## src/rtl/sdm_pkg.sv

```systemverilog
// Shared sigma-delta definitions: bitstream polarity and CIC register width.
package sdm_pkg;
  localparam logic SDM_BIT_POS = 1'b0;
  localparam logic SDM_BIT_NEG = 1'b1;

  // Growth of ORDER*LOG2_R bits plus sign, plus one so +R**ORDER is representable.
  function automatic int cic_width(input int order, input int log2_r);
    return order * log2_r + 2;
  endfunction
endpackage

```

## src/rtl/cic_integrator_stage.sv

```systemverilog
// One CIC integrator: W-bit wrapping accumulator with enable and synchronous clear.
module cic_integrator_stage #(
  parameter int W = 17
) (
  input  logic         clk,
  input  logic         rst_n,
  input  logic         clear,
  input  logic         en,
  input  logic [W-1:0] din,
  output logic [W-1:0] acc
);
  always_ff @(posedge clk or negedge rst_n) begin
    if (!rst_n)     acc <= '0;
    else if (clear) acc <= '0;
    else if (en)    acc <= acc + din;
  end
endmodule

```

## src/rtl/sigma_delta_decimator.sv

```systemverilog
// CIC decimator for the 1-bit sigma-delta link: integrators at bit rate, combs at
// sample rate, then scaling and saturation to a BW-bit signed PCM sample.
module sigma_delta_decimator
  import sdm_pkg::*;
#(
  parameter int BW     = 16,
  parameter int ORDER  = 3,
  parameter int LOG2_R = 5
) (
  input  logic                 clk,
  input  logic                 rst_n_i,
  input  logic                 clear_i,
  input  logic                 bit_valid_i,
  input  logic                 bit_i,
  output logic signed [BW-1:0] sample_o,
  output logic                 sample_valid_o,
  output logic                 sat_o
);
  localparam int W  = cic_width(ORDER, LOG2_R);
  localparam int SH = BW - 1 - ORDER * LOG2_R;
  localparam int SW = (SH > 0) ? W + SH : W;
  localparam logic [2:0] WARM_MAX = 3'(ORDER);
  localparam logic signed [SW-1:0] MAXV = {{(SW-BW+1){1'b0}}, {(BW-1){1'b1}}};
  localparam logic signed [SW-1:0] MINV = ~MAXV;

  if (ORDER < 1 || ORDER > 4 || LOG2_R < 1) begin : g_bad_param
    $error("sigma_delta_decimator: ORDER must be 1..4 and LOG2_R >= 1");
  end

  logic                    accept;
  logic [W-1:0]            x;
  logic [ORDER-1:0][W-1:0] int_in, int_q;

  assign accept = bit_valid_i & ~clear_i;
  assign x      = (bit_i == SDM_BIT_NEG) ? {W{1'b1}} : W'(1);

  // Registered chain: each stage adds the previous stage's old value.
  for (genvar g = 0; g < ORDER; g++) begin : g_int
    if (g == 0) begin : g_first
      assign int_in[g] = x;
    end else begin : g_next
      assign int_in[g] = int_q[g-1];
    end
    cic_integrator_stage #(.W(W)) u_int (
      .clk   (clk),
      .rst_n (rst_n_i),
      .clear (clear_i),
      .en    (accept),
      .din   (int_in[g]),
      .acc   (int_q[g])
    );
  end

  logic [LOG2_R-1:0]       decim_cnt;
  logic                    dec_stb;
  logic [2:0]              warm_cnt;
  logic [ORDER-1:0][W-1:0] dly, c_tap;
  logic signed [W-1:0]     comb_out;

  always_comb begin
    logic [W-1:0] acc;
    acc   = int_q[ORDER-1];
    c_tap = '0;
    for (int k = 0; k < ORDER; k++) begin
      c_tap[k] = acc;
      acc      = acc - dly[k];
    end
    comb_out = acc;
  end

  logic signed [SW-1:0] scaled;
  if (SH >= 0) begin : g_shl
    assign scaled = SW'(comb_out) <<< SH;
  end else begin : g_shr
    assign scaled = comb_out >>> (-SH);
  end

  logic          sat_hi, sat_lo;
  logic [BW-1:0] clipped;
  assign sat_hi  = scaled > MAXV;
  assign sat_lo  = scaled < MINV;
  assign clipped = sat_hi ? MAXV[BW-1:0] : (sat_lo ? MINV[BW-1:0] : scaled[BW-1:0]);

  always_ff @(posedge clk or negedge rst_n_i) begin
    if (!rst_n_i) begin
      decim_cnt      <= '0;
      dec_stb        <= 1'b0;
      warm_cnt       <= '0;
      dly            <= '0;
      sample_o       <= '0;
      sample_valid_o <= 1'b0;
      sat_o          <= 1'b0;
    end else if (clear_i) begin
      decim_cnt      <= '0;
      dec_stb        <= 1'b0;
      warm_cnt       <= '0;
      dly            <= '0;
      sample_o       <= '0;
      sample_valid_o <= 1'b0;
      sat_o          <= 1'b0;
    end else begin
      dec_stb        <= accept && (decim_cnt == {LOG2_R{1'b1}});
      sample_valid_o <= 1'b0;
      if (accept) decim_cnt <= decim_cnt + 1'b1;
      // sample_o tracks every decimated output; only the strobe is held off in warm-up.
      if (dec_stb) begin
        dly      <= c_tap;
        sample_o <= clipped;
        sat_o    <= sat_hi | sat_lo;
        if (warm_cnt == WARM_MAX) sample_valid_o <= 1'b1;
        else                      warm_cnt       <= warm_cnt + 1'b1;
      end
    end
  end
endmodule
```

## config.mk

```make
export PLATFORM = sky130hd
export DESIGN_NAME = sigma_delta_decimator
export DESIGN_NICKNAME = d
export VERILOG_FILES = /design/src/rtl/sdm_pkg.sv /design/src/rtl/cic_integrator_stage.sv /design/src/rtl/sigma_delta_decimator.sv
export SDC_FILE = /design/constraint.sdc
export NUM_CORES = 1
export LEC_CHECK = 0
export ABC_AREA = 1
export CAP_MARGIN = 25
export CORE_MARGIN = 2
export CORE_UTILIZATION = 25
export DETAILED_ROUTE_END_ITERATION = 7
export GPL_TIMING_DRIVEN = 0
export HOLD_SLACK_MARGIN = 0.1
export PLACE_DENSITY_LB_ADDON = 0.1
export SETUP_SLACK_MARGIN = 0.2
export SLEW_MARGIN = 10
export SYNTH_ARGS = -nofsm -noshare
export SYNTH_HDL_FRONTEND = slang
export SYNTH_HIERARCHICAL = 1
export SYNTH_SLANG_ARGS = --single-unit
```

## constraint.sdc

```tcl
create_clock -name clk -period 12.47 [get_ports clk]
set_input_delay 2.494 -clock clk [delete_from_list [all_inputs] [get_ports clk]]
set_output_delay 2.494 -clock clk [all_outputs]
set_load 0.005 [all_outputs]
```

==> summary.txt <==
Run status
  • Status: finished, final reports clean

Placement
  • PortBufs: 22
  • Dpl hpwl: between 20000 and 25000 um
  • Final Wtd Congestion: between 0.7 and 0.8
  • Post-DP Area: between 10000 and 15000 um^2

Route
  • WL/cell: between 10 and 15 um
  • Number of DRC markers in iteration 0: approximately 440
  • Vias per cell: roughly 4.3
  • DRT antenna net count: 0
  • Post-Route WL: about 27000 um
  • DRC violations left: 0
  • Detailed Routing Iterations Pass 1: 5
  • Total number of vias: approximately 9000

Global routing
  • First-pass GRT wire length: ~46000 um
  • Initial antenna violation count: 0
  • Largest net degree at the start of global routing: 84
  • Vias in the first global route: 8679
  • GRT Residual Overflow: 0
  • GRT Resource Usage Total: 0.131

Finish
  • Most frequent cells in the layout: nand2_1 (483), inv_1 (242), dfrtp_1 (129)
  • Most common cell after layout, fill and taps aside: nand2_1
  • Fin area: between 10000 and 15000 um^2
  • Number of diodes: 0
  • Layout cells sized above 1: 0.0825
  • Layout area overhead: 14.7%
  • Total Nets Final: roughly 1600

Yosys
  • Cell area after synthesis: between 10000 and 15000 um^2
  • Yosys top cell area share: 0.311
  • Ys Warns: 6
  • Synthesized area per cell: ~7 um^2
  • Synth area leader: dfrtp_1
  • #FFs+latches synth: 129
  • Synth unique cells: 51
  • Synth Net Count: roughly 1600
  • Register area share after synthesis: 0.311
  • Synth area leaders: dfrtp_1 (31%), nand2_1 (17%), ha_1 (12%)
  • Mapped Cells: 1484

Floorplanning
  • Die X: between 200 and 250 um
  • IO Pins: 23
  • Row cnt: 74
  • Starting Density: 0.254
  • Core box area: between 40000 and 50000 um^2
  • Vert. Die Dim: slightly above 200 um
  • Die area: about 43000 um^2

Min path
  • Worst Hold Class: reg -> reg

Timing
  • Max-slew violations: 0
  • Max Freq: 195 MHz
  • Tmin final: roughly 5.1 ns
  • Final TNS setup: 0 ns
  • Setup Skew: 0.0104 ns
  • Final hold viol count: 0
  • Rel. slew slack: 0.459
  • Final critical-path share of the clock period: 0.411
  • Setup Viol. Count Final: 0
  • Slew @ Worst Pin: 0.809 ns
  • RSZ-0062 raised after global routing: false

Power
  • Combinational Power Share: 0.342
  • Sequential Power Share: 0.294
  • P_sw: roughly 0.53 mW
  • Sw Ratio: 0.357
  • Worst vdd ir: between 0.00008 and 0.00009 V
  • PwrDens: ~120 nW/um^2
  • Pleak: around 6.5 nW
  • Clock network power share: 0.364
  • Internal power: ~0.95 mW

Worst setup path
  • Slowest CP cell: fa_1
  • WP data arrival: approximately 5.4 ns
  • CP Max Fanout: 10
  • Setup crit start kind: flip-flop
  • CP dominant cell by count: nand2_1
  • CP Data Required Time: between 10 and 15 ns
  • Setup Crit Path Kind: reg -> reg
  • CP max stage delay: approximately 0.42 ns
  • CP endpoint kind: flip-flop

Clock tree
  • Clock-pin slew on the worst setup and hold paths: 0.06 ns
  • TritonCTS Sinks: 129
  • Max clock buf depth: 2
  • CTS-repair resized insts: 0
  • Post-CTS setup buffers: 0
  • H-tree depth: 4
  • CTS tree: yes
  • TritonCTS buffer count: 17
  • Clock root cell: clkbuf_16
  • Clk_lat worst skew: ~0.44 ns
  • CTS Hold Buffers Added: 0

Job
  • Max Cap Viol: 0
-- layout make-up --
| type | count | area [um^2] |
|---|---|---|
| sequential | 129 | 3230 |
| buffer | 19 | 108 |
| clock inverter | 11 | 161 |
| clock buffer | 21 | 450 |
| tap | 532 | 666 |
| inverter | 256 | 961 |
| timing repair buffer | 23 | 253 |
| multi-input combinational | 1080 | 6090 |
| fill | 4531 | 29000 |
-- metal layers --
metal / part of all wire / vias to the layer above / GRT usage
li1: - / 4787 / -
met1: 0.55 / 4049 / 0.192
met2: 0.42 / 76 / 0.198
met3: 0.022 / 18 / 0.0210
met4: 0.012 / 0 / 0.0367
met5: 0 / - / 0
-- worst max-delay path, delay by kind of cell, from the launching register on --
| kind | cells | cell delay, ns |
|---|---|---|
| adder cells (fa/ha/maj) | 4 | 1.35 |
| AO/OA/AOI/OAI | 6 | 1.31 |
| AND/OR/NAND/NOR | 12 | 1.11 |
| buffers and inverters | 6 | 0.48 |
| XOR/XNOR | 2 | 0.39 |
| flip-flops | 1 | 0.37 |
-- power by group through the flow --
stage	Clock (mW)	Combinational [mW]	Sequential, mW
after global placement	0	0.510	0.441
final	0.536	0.504	0.433
after floorplan	0	0.397	0.438
after CTS	0.557	0.513	0.433
after global routing	0.576	0.578	0.434
after detailed placement	0	0.511	0.441
-- worst paths after layout --
path,start,endpoint,slack [ns],cells past startpoint
max,g_int[2].u_int/acc[0]$_DFFE_PN0P_,sample_o[9]$_DFFE_PN0P_,7.35,30
min,sample_o[0]$_DFFE_PN0P_,sample_o[0]$_DFFE_PN0P_,0.48,2
max reg2reg,g_int[2].u_int/acc[0]$_DFFE_PN0P_,sample_o[9]$_DFFE_PN0P_,7.35,30
min reg2reg,sample_o[0]$_DFFE_PN0P_,sample_o[0]$_DFFE_PN0P_,0.48,2
max in group asynchronous,rst_n_i,dly[33]$_DFFE_PN0P_,9.72,2
min in group asynchronous,rst_n_i,decim_cnt[2]$_DFFE_PN0P_,1.97,1
-- registers in the layout, indices dropped and copies added (netlist names) --
name             flops
dec_stb              1
decim_cnt            5
dly                 51
g_int.u_int/acc     51
sample_o            16
sample_valid_o       1
sat_o                1
warm_cnt             3
-- logic make-up (layout without fill, tap and decap cells) --
group           Yosys count  after routing  share of synthesized area
compound gates          194            194                      0.105
xor+xnor                 44             44                     0.0389
fa+ha+maj               106            106                      0.132
buf+inv                 275            330                      0.103
flops                   129            129                      0.311
other cells               1              1                   0.000361
simple gates            735            735                      0.310
-- cell usage after synthesis, drive strengths merged --
library cell / n
a211oi: 1
a21boi: 4
a21o: 3
a21oi: 80
a22o: 6
a31o: 1
a31oi: 2
a32o: 3
and2: 6
buf: 11
clkbuf: 8
clkinv: 1
conb: 1
dfrtp: 129
fa: 6
ha: 100
inv: 255
nand2: 521
nand3: 105
nand3b: 9
nand4: 4
nor2: 57
nor3: 19
nor4: 1
o2111ai: 1
o21a: 1
o21ai: 76
o21bai: 4
o22ai: 12
or2: 13
xnor2: 17
xor2: 27
-- per-stage QoR --
stage	total power, mW	cells	hold slack [ns]	worst slack, ns	utilization
5_1_grt	1.59	2071	0.503	6.78	0.291
2_1_floorplan	0.835	1484	0.453	8.08	-
6_report	1.47	2071	0.476	7.35	0.291
4_1_cts	1.50	2071	0.482	7.26	0.291
3_5_place_dp	0.952	2039	0.467	7.30	0.276
3_3_place_gp	0.952	2038	0.462	2.96	0.275
Power figures use the tool's default switching activity.
